===== src/rtl/gb_wr_ctrl_rr.sv =====
`default_nettype none
// ============================================================================
// Module  : gb_wr_ctrl_rr
// Brief   : Round-robin global-buffer SRAM write controller with windowed,
//           depth-wrapping write address generation.
// Revision: 1.0
// ============================================================================
module gb_wr_ctrl_rr #(
  parameter int SRAM_ADDRWIDTH = 9,
  parameter int NUM_REQ        = 16,
  parameter int ID_WIDTH       = 6
) (
  input  logic                      clk,
  input  logic                      rst_n,
  input  logic                      SRAM_config_start,
  input  logic [NUM_REQ-1:0]        Wr_Req,
  input  logic [SRAM_ADDRWIDTH-1:0] CFG_base_addr,
  input  logic [SRAM_ADDRWIDTH:0]   CFG_wr_len,
  input  logic                      IFSRAM_Conf_rdy,
  output logic                      SRAMIF_Conf_val,
  input  logic                      IFSRAM_Wr_val,
  output logic                      SRAMIF_Wr_rdy,
  output logic [ID_WIDTH-1:0]       SRAMIF_Wr_ID,
  output logic                      write_en,
  output logic [SRAM_ADDRWIDTH-1:0] addr_Wr,
  output logic                      write_SRAM_done,
  output logic [NUM_REQ-1:0]        Wr_Done,
  output logic [1:0]                State_Wr,
  output logic                      busy
);

  localparam int DEPTH = 2 ** SRAM_ADDRWIDTH;
  localparam int LW    = SRAM_ADDRWIDTH + 1;

  typedef enum logic [1:0] {
    WR_IDLE      = 2'b00,
    WR_REQ_READY = 2'b01,
    WR_WRITE     = 2'b11
  } state_t;

  state_t                    state_q;
  logic [SRAM_ADDRWIDTH-1:0] addr_q;
  logic [ID_WIDTH-1:0]       id_q;
  logic [ID_WIDTH-1:0]       last_grant_q;
  logic [LW-1:0]             cnt_q;
  logic [LW-1:0]             len_q;
  logic [NUM_REQ-1:0]        wr_done_q;

  logic                      grant_vld_d;
  logic [ID_WIDTH-1:0]       grant_d;
  logic [NUM_REQ-1:0]        req_rot;
  logic                      last_beat;

  // Search upward starting one past the previous winner, wrapping at NUM_REQ.
  always_comb begin
    grant_vld_d = 1'b0;
    grant_d     = '0;
    req_rot     = '0;
    for (int i = 1; i <= NUM_REQ; i++) begin
      req_rot = Wr_Req >> ((int'(last_grant_q) + i) % NUM_REQ);
      if (!grant_vld_d && req_rot[0]) begin
        grant_vld_d = 1'b1;
        grant_d     = ID_WIDTH'((int'(last_grant_q) + i) % NUM_REQ);
      end
    end
  end

  assign State_Wr        = state_q;
  assign busy            = (state_q != WR_IDLE);
  assign SRAMIF_Conf_val = (state_q == WR_REQ_READY);
  assign SRAMIF_Wr_rdy   = (state_q == WR_WRITE);
  assign write_en        = SRAMIF_Wr_rdy & IFSRAM_Wr_val;
  assign last_beat       = ((cnt_q + LW'(1)) == len_q);
  assign write_SRAM_done = write_en & last_beat & ~SRAM_config_start;
  assign SRAMIF_Wr_ID    = id_q;
  assign addr_Wr         = addr_q;
  assign Wr_Done         = wr_done_q;

  always_ff @(posedge clk or negedge rst_n) begin
    if (!rst_n) begin
      state_q      <= WR_IDLE;
      addr_q       <= '0;
      id_q         <= '0;
      last_grant_q <= ID_WIDTH'(NUM_REQ - 1);
      cnt_q        <= '0;
      len_q        <= '0;
      wr_done_q    <= '0;
    end else begin
      wr_done_q <= '0;
      if (SRAM_config_start) begin
        state_q      <= WR_IDLE;
        cnt_q        <= '0;
        addr_q       <= '0;
        last_grant_q <= ID_WIDTH'(NUM_REQ - 1);
      end else begin
        case (state_q)
          WR_IDLE: begin
            if (grant_vld_d) begin
              id_q         <= grant_d;
              last_grant_q <= grant_d;
              addr_q       <= CFG_base_addr;
              // A zero length encodes a full-depth transaction.
              len_q        <= (CFG_wr_len == '0) ? LW'(DEPTH) : CFG_wr_len;
              cnt_q        <= '0;
              state_q      <= WR_REQ_READY;
            end
          end
          WR_REQ_READY: begin
            if (IFSRAM_Conf_rdy) state_q <= WR_WRITE;
          end
          WR_WRITE: begin
            if (write_en) begin
              addr_q <= addr_q + 1'b1;
              cnt_q  <= cnt_q + 1'b1;
              if (last_beat) begin
                state_q   <= WR_IDLE;
                wr_done_q <= NUM_REQ'(1) << id_q;
              end
            end
          end
          default: state_q <= WR_IDLE;
        endcase
      end
    end
  end

endmodule
`default_nettype wire


===== config.mk =====
export PLATFORM = sky130hd
export DESIGN_NAME = gb_wr_ctrl_rr
export DESIGN_NICKNAME = d
export VERILOG_FILES = /design/src/rtl/gb_wr_ctrl_rr.sv
export SDC_FILE = /design/constraint.sdc
export NUM_CORES = 1
export LEC_CHECK = 0
export ABC_AREA = 0
export CAP_MARGIN = 20
export CELL_PAD_IN_SITES_DETAIL_PLACEMENT = 0
export CELL_PAD_IN_SITES_GLOBAL_PLACEMENT = 2
export CORE_MARGIN = 8
export CORE_UTILIZATION = 30
export CTS_CLUSTER_DIAMETER = 150
export DETAILED_ROUTE_END_ITERATION = 8
export PLACE_DENSITY_LB_ADDON = 0.25
export SLEW_MARGIN = 10
export SYNTH_ARGS = -nofsm -noshare
export SYNTH_HDL_FRONTEND = slang
export SYNTH_SLANG_ARGS = --single-unit

===== constraint.sdc =====
create_clock -name clk -period 11.5 [get_ports clk]
set_input_delay 2.3 -clock clk [delete_from_list [all_inputs] [get_ports clk]]
set_output_delay 2.3 -clock clk [all_outputs]
set_load 0.01 [all_outputs]

Word level (Yosys, flattened, before mapping) --
Cells that the tools add are included.
Storage, ports and cells: flip-flop bits (word level) 57, output and inout bits 38, logic and storage cells 179
Operators by class: add/sub/neg operators 18, eq/ne operators 7, shifts and indexed selects 17, multiplexer cells 54, bitwise gates (word level) 20, reductions and logical operators 56
Operators by type and width (number):
- 16-bit by 32-bit right shift with 1-bit output | 16
- 6-bit 2-to-1 mux | 16
- 16-bit 2-to-1 mux | 4
- 4-bit OR reduction | 16
- 10-bit 2-to-1 mux | 4
- 4-bit adder, second input constant | 8
- 9-bit 2-to-1 mux | 3
- 10-bit one-hot mux with 2 select lines | 1
- 9-bit one-hot mux with 2 select lines | 1
- 4-bit by 3-bit adder with 4-bit output, second input constant | 4
- 1-bit AND, first input constant | 16
- 1-bit 2-to-1 mux | 16
- 1-bit by 6-bit << shifter with 16-bit output, first input constant | 1
- 1-bit logical AND | 15
- 1-bit zero test | 15
- 4-bit 2-to-1 mux | 3
- 10-bit by 1-bit adder with 10-bit output, second input constant | 1
- 10-bit equality test | 1
- 10-bit zero test | 1
- 2-bit 2-to-1 mux | 5
- 9-bit by 1-bit adder with 9-bit output, second input constant | 1
- 4-bit by 1-bit adder with 4-bit output, second input constant | 2
- 4-bit by 2-bit adder with 4-bit output, second input constant | 2
- 3-bit by 2-bit != test with 1-bit output, second input constant | 2
- other kinds (12) | 18

Logic depth before layout (Yosys ltp) --
depth after elaboration 53, mapped depth 16, gate-level depth less buffers 11

Worst setup path before layout --
OpenSTA, ideal clock, no wires.
path kind input to register, start point input Wr_Req[12], end point register id_q[1], in the netlist SRAMIF_Wr_ID[1], library setup time 134 ps, data arrival time 5232 ps, slack 6134 ps, cell stages on the path 8, buffers on the path 0, cell sequence mux4_1 -> mux4_2 -> a2111o_1 -> or4_4 -> nor4_1 -> mux2_2 -> nor4b_1 -> a21oi_1
On the way: word-level cells in the longest chain between the ends 48
RTL lines:
- start: declaration | RTL line 16 | input logic [NUM_REQ-1:0] Wr_Req,
- 16-bit by 32-bit right shift with 1-bit output | RTL line 60 | req_rot = Wr_Req >> ((int'(last_grant_q) + i) % NUM_REQ);
- 1-bit 2-to-1 mux | RTL line 61 | if (!grant_vld_d && req_rot[0]) begin
- 1-bit zero test | RTL line 61
- 1-bit logical AND | RTL line 61
- 1-bit 2-to-1 mux | RTL line 61
- 1-bit zero test | RTL line 61
- 1-bit logical AND | RTL line 61
- 1-bit 2-to-1 mux | RTL line 61
- (+32 left out)
- 1-bit 2-to-1 mux | RTL line 61
- 1-bit zero test | RTL line 61
- 1-bit logical AND | RTL line 61
- 1-bit 2-to-1 mux | RTL line 61
- 1-bit zero test | RTL line 61
- 1-bit logical AND | RTL line 61
- 1-bit 2-to-1 mux | RTL line 61
- 3-bit AND reduction (no line)
- end signal: assignment | RTL line 99 | id_q <= grant_d;
- end: declaration | RTL line 43 | logic [ID_WIDTH-1:0] id_q;
Parallel ways exist; a longest one is shown, timed or not. A chain may end at the register's enable or synchronous reset.

Worst setup path in the final report --
start point input IFSRAM_Wr_val, end point output write_SRAM_done
On the way: word-level cells in the longest chain between the ends 3
RTL lines:
- start: declaration | RTL line 21 | input logic IFSRAM_Wr_val,
- 1-bit AND | RTL line 72 | assign write_en = SRAMIF_Wr_rdy & IFSRAM_Wr_val;
- 1-bit AND (2 in a row) | RTL line 74 | assign write_SRAM_done = write_en & last_beat & ~SRAM_config_start;
- end: declaration | RTL line 26 | output logic write_SRAM_done,
Every way passes these cells.

==> metrics.md <==
| Metric | Value |
|---|---|
| HP Class | register to register |
| Diodes inserted | 0 |
| Sw frac | 0.519 |
| Hold path depth | 1 |
| Clock share of power | 0.106 |
| CP Launch Type | input pin |
| Register share of total power | 0.168 |
| Cell Count, Final, Fillers Out | between 800 and 900 |
| Hold_buf cts | 0 |
| Maximum root-to-sink buffer count | 2 |
| FF-to-FF End | addr_Wr[2] |
| Max_slew headroom | 0.369 |
| Initial antenna violation count | 0 |
| Final net count | about 650 |
| DRC Markers | 0 |
| Worst flop-to-flop path startpoint | last_grant_q[1] |
| Synth top area share | 0.252 |
| Synthesized area | 5070 um2 |
| First-pass GRT wire length | 26.4 mm |
| Drt via density | 5.65 |
| Distinct cells, synth | 73 |
| Ys Warns | 0 |
| Clock Sinks | between 50 and 60 |
| Vias | 4623 |
| Max-Cap Viols | 0 |
| Final hold vios | 0 |
| Initial core utilization | 0.306 |
| Worst Skew | 7.65 ps |
| Remaining antenna violation count | 0 |
| Req. time, crit path | 9200 ps |
| Final Cycle Share | 0.614 |
| Die width | 146 um |
| Worst EP arrival | about 4800 ps |
| CTS root buf | clkbuf_16 |
| Die H | around 150 um |
| Hold path endpoint | addr_Wr[8] |
| Critical path type | input pin to output pin |
| Total gr overflow | 0 |
| Routed wire length | 16.5 mm |
| Worst R2R Setup Slack | 5640 ps |
| Ranking of synthesized cells by area | dfrtp_1 (25%), mux4_2 (12%), mux2_2 (5.1%) |
| CP endpoint kind | output pin |
| # H-tree levels | 2 |
| Die area | 21300 um2 |
| Post-cts sizing count | 0 |
| Switch Pwr | 0.880 mW |
| Synth Flop Type | dfrtp_1 |
| Fmax | 142 MHz |
| Inserted Clock Buffers | 5 |
| Clk slew on worst S/H paths | 70 ps |
| Post-synth top cells | dfrtp_1 (51), nand2_1 (42), nor2_1 (42), a21oi_1 (37), mux4_2 (28) |
| Asr flop ratio synth | 1.00 |
| Post-synth EDFFs | 0 |
| Routed WL per cell | between 20 and 25 um |
| Gpl congestion | 0.879 |
| Final worst path period need | just over 7000 ps |
| DR iter-0 viols | between 200 and 300 |
| Crit-path max FO | 16 |
| Post-CTS setup repair buffer count | 0 |
| RSZ-0062 raised after global routing | no |
| Dpl cells | 810 |
| Vias in the first global route | about 4500 |
| DP HPWL | 12.6 mm |
| Max-slew violations | 0 |
| CTS tree | done |
| Leakage | 2.45 nW |
| Area growth syn-to-layout | 21.1% |
| Clk_lat worst skew | around 300 ps |
| Top-count cell post-synth | dfrtp_1 |
| Port Buffers | 75 |
| Slew @ Worst Pin | approximately 950 ps |
| DRT Pass-1 Iters | 5 |
| Top Ports | 78 |
| Hold WS | around 520 ps |
| Mapped Cells | 542 |
| #FFs+latches synth | 55 |
| PD cells | 276 nW/um2 |
| Status | complete, no violations |
| Worst Reg-to-Reg Cells | 11 |
| Register area share after synthesis | 0.272 |
| Core area | 16600 um2 |
| Layout cells sized above 1 | 0.132 |
| Peak supply drop | 0.000133 V |
| Row cnt | 47 |
| Hold_sp | addr_Wr[8] |
| Final count of negative-setup-slack endpoints | 0 |
| Synth area leader | dfrtp_1 |
| Syn Area/Cell | 9.36 um2 |
| Largest net degree at the start of global routing | 56 |
| Combinational share of power | 0.726 |
| Tot GR Track Use | 0.152 |
| Post-route setup TNS | 0 ps |
| Internal | 0.815 mW |
registers in the layout (all words and copies together), names as in the netlist:
name,count
Wr_Done,16
cnt_q,10
len_q,10
addr_Wr,9
SRAMIF_Wr_ID,4
last_grant_q,4
State_Wr,2
per-stage QoR:
stage	power (mW)	utilization	setup slack [ps]	area, um2
after floorplan	1.17	-	6130	5070
after global placement	1.52	0.360	4530	5970
after detailed placement	1.50	0.360	4460	5970
after CTS	1.69	0.370	4440	6140
after global routing	1.81	0.370	4210	6140
final	1.69	0.370	4440	6140
metal layers:
metal / part of all wire / track usage
met2: 0.48 / 0.247
met1: 0.46 / 0.203
met4: 0.017 / 0.0402
met5: 0 / 0
met3: 0.050 / 0.0278
logic make-up after synthesis:
logic type                 share of synthesized area
adders and majority gates                     0.0247
muxes                                          0.249
other                                       0.000739
xor gates and xnor gates                      0.0484
DFF                                            0.272
and+or+nand+nor                                0.181
AOI/OAI and AO/OA                              0.182
buffers and inverters                         0.0417
cells in the final DEF, fill, tap and decap left out, drive strengths merged, types with 4 or more instances in the layout:
cell,instances
clkdlybuf4s50,74
dfrtp,51
o21ai,43
nand2,42
nor2,42
a21oi,37
mux4,33
mux2,25
mux2i,22
xnor2,18
inv,17
nor3,17
and3,15
nand3,13
nor4,11
xor2,10
a22oi,10
ha,10
a31oi,9
nand4,7
o22ai,6
a211oi,5
clkbuf,5
nor3b,5
nor2b,4
nand2b,4
dfstp,4
buf,4
critical path, stage by stage:
cell and delay, ps:
clkdlybuf4s50_1 870, nand4_1 170, nor4_1 320, nand4_1 220
nor2_1 270, clkdlybuf4s50_1 610
area by class of cell:
type / instances / area (um2)
tap: 220 / 275
timing repair buffer: 78 / 768
clock buffer: 5 / 125
multi-input combinational: 441 / 3480
inverter: 16 / 60.1
clock inverter: 3 / 47.5
fill: 1733 / 10400
sequential: 55 / 1380
worst max-delay path by stage:
stage | start | end | slack [ps] | depth (start not counted)
after floorplan | Wr_Req[12] | SRAMIF_Wr_ID[1] | 6130 | 8
after global placement | IFSRAM_Wr_val | write_SRAM_done | 4530 | 6
final | IFSRAM_Wr_val | write_SRAM_done | 4440 | 6
after global routing | IFSRAM_Wr_val | write_SRAM_done | 4210 | 6
after CTS | IFSRAM_Wr_val | write_SRAM_done | 4440 | 6
after detailed placement | IFSRAM_Wr_val | write_SRAM_done | 4460 | 6
power by group through the flow:
stage | sequential (mW) | clock (mW) | combinational (mW)
global route | 0.293 | 0.193 | 1.33
global placement | 0.290 | 0 | 1.23
CTS | 0.286 | 0.186 | 1.21
floorplan | 0.244 | 0 | 0.928
detailed placement | 0.290 | 0 | 1.21
finish | 0.285 | 0.180 | 1.23
Power figures use the tool's default switching activity.
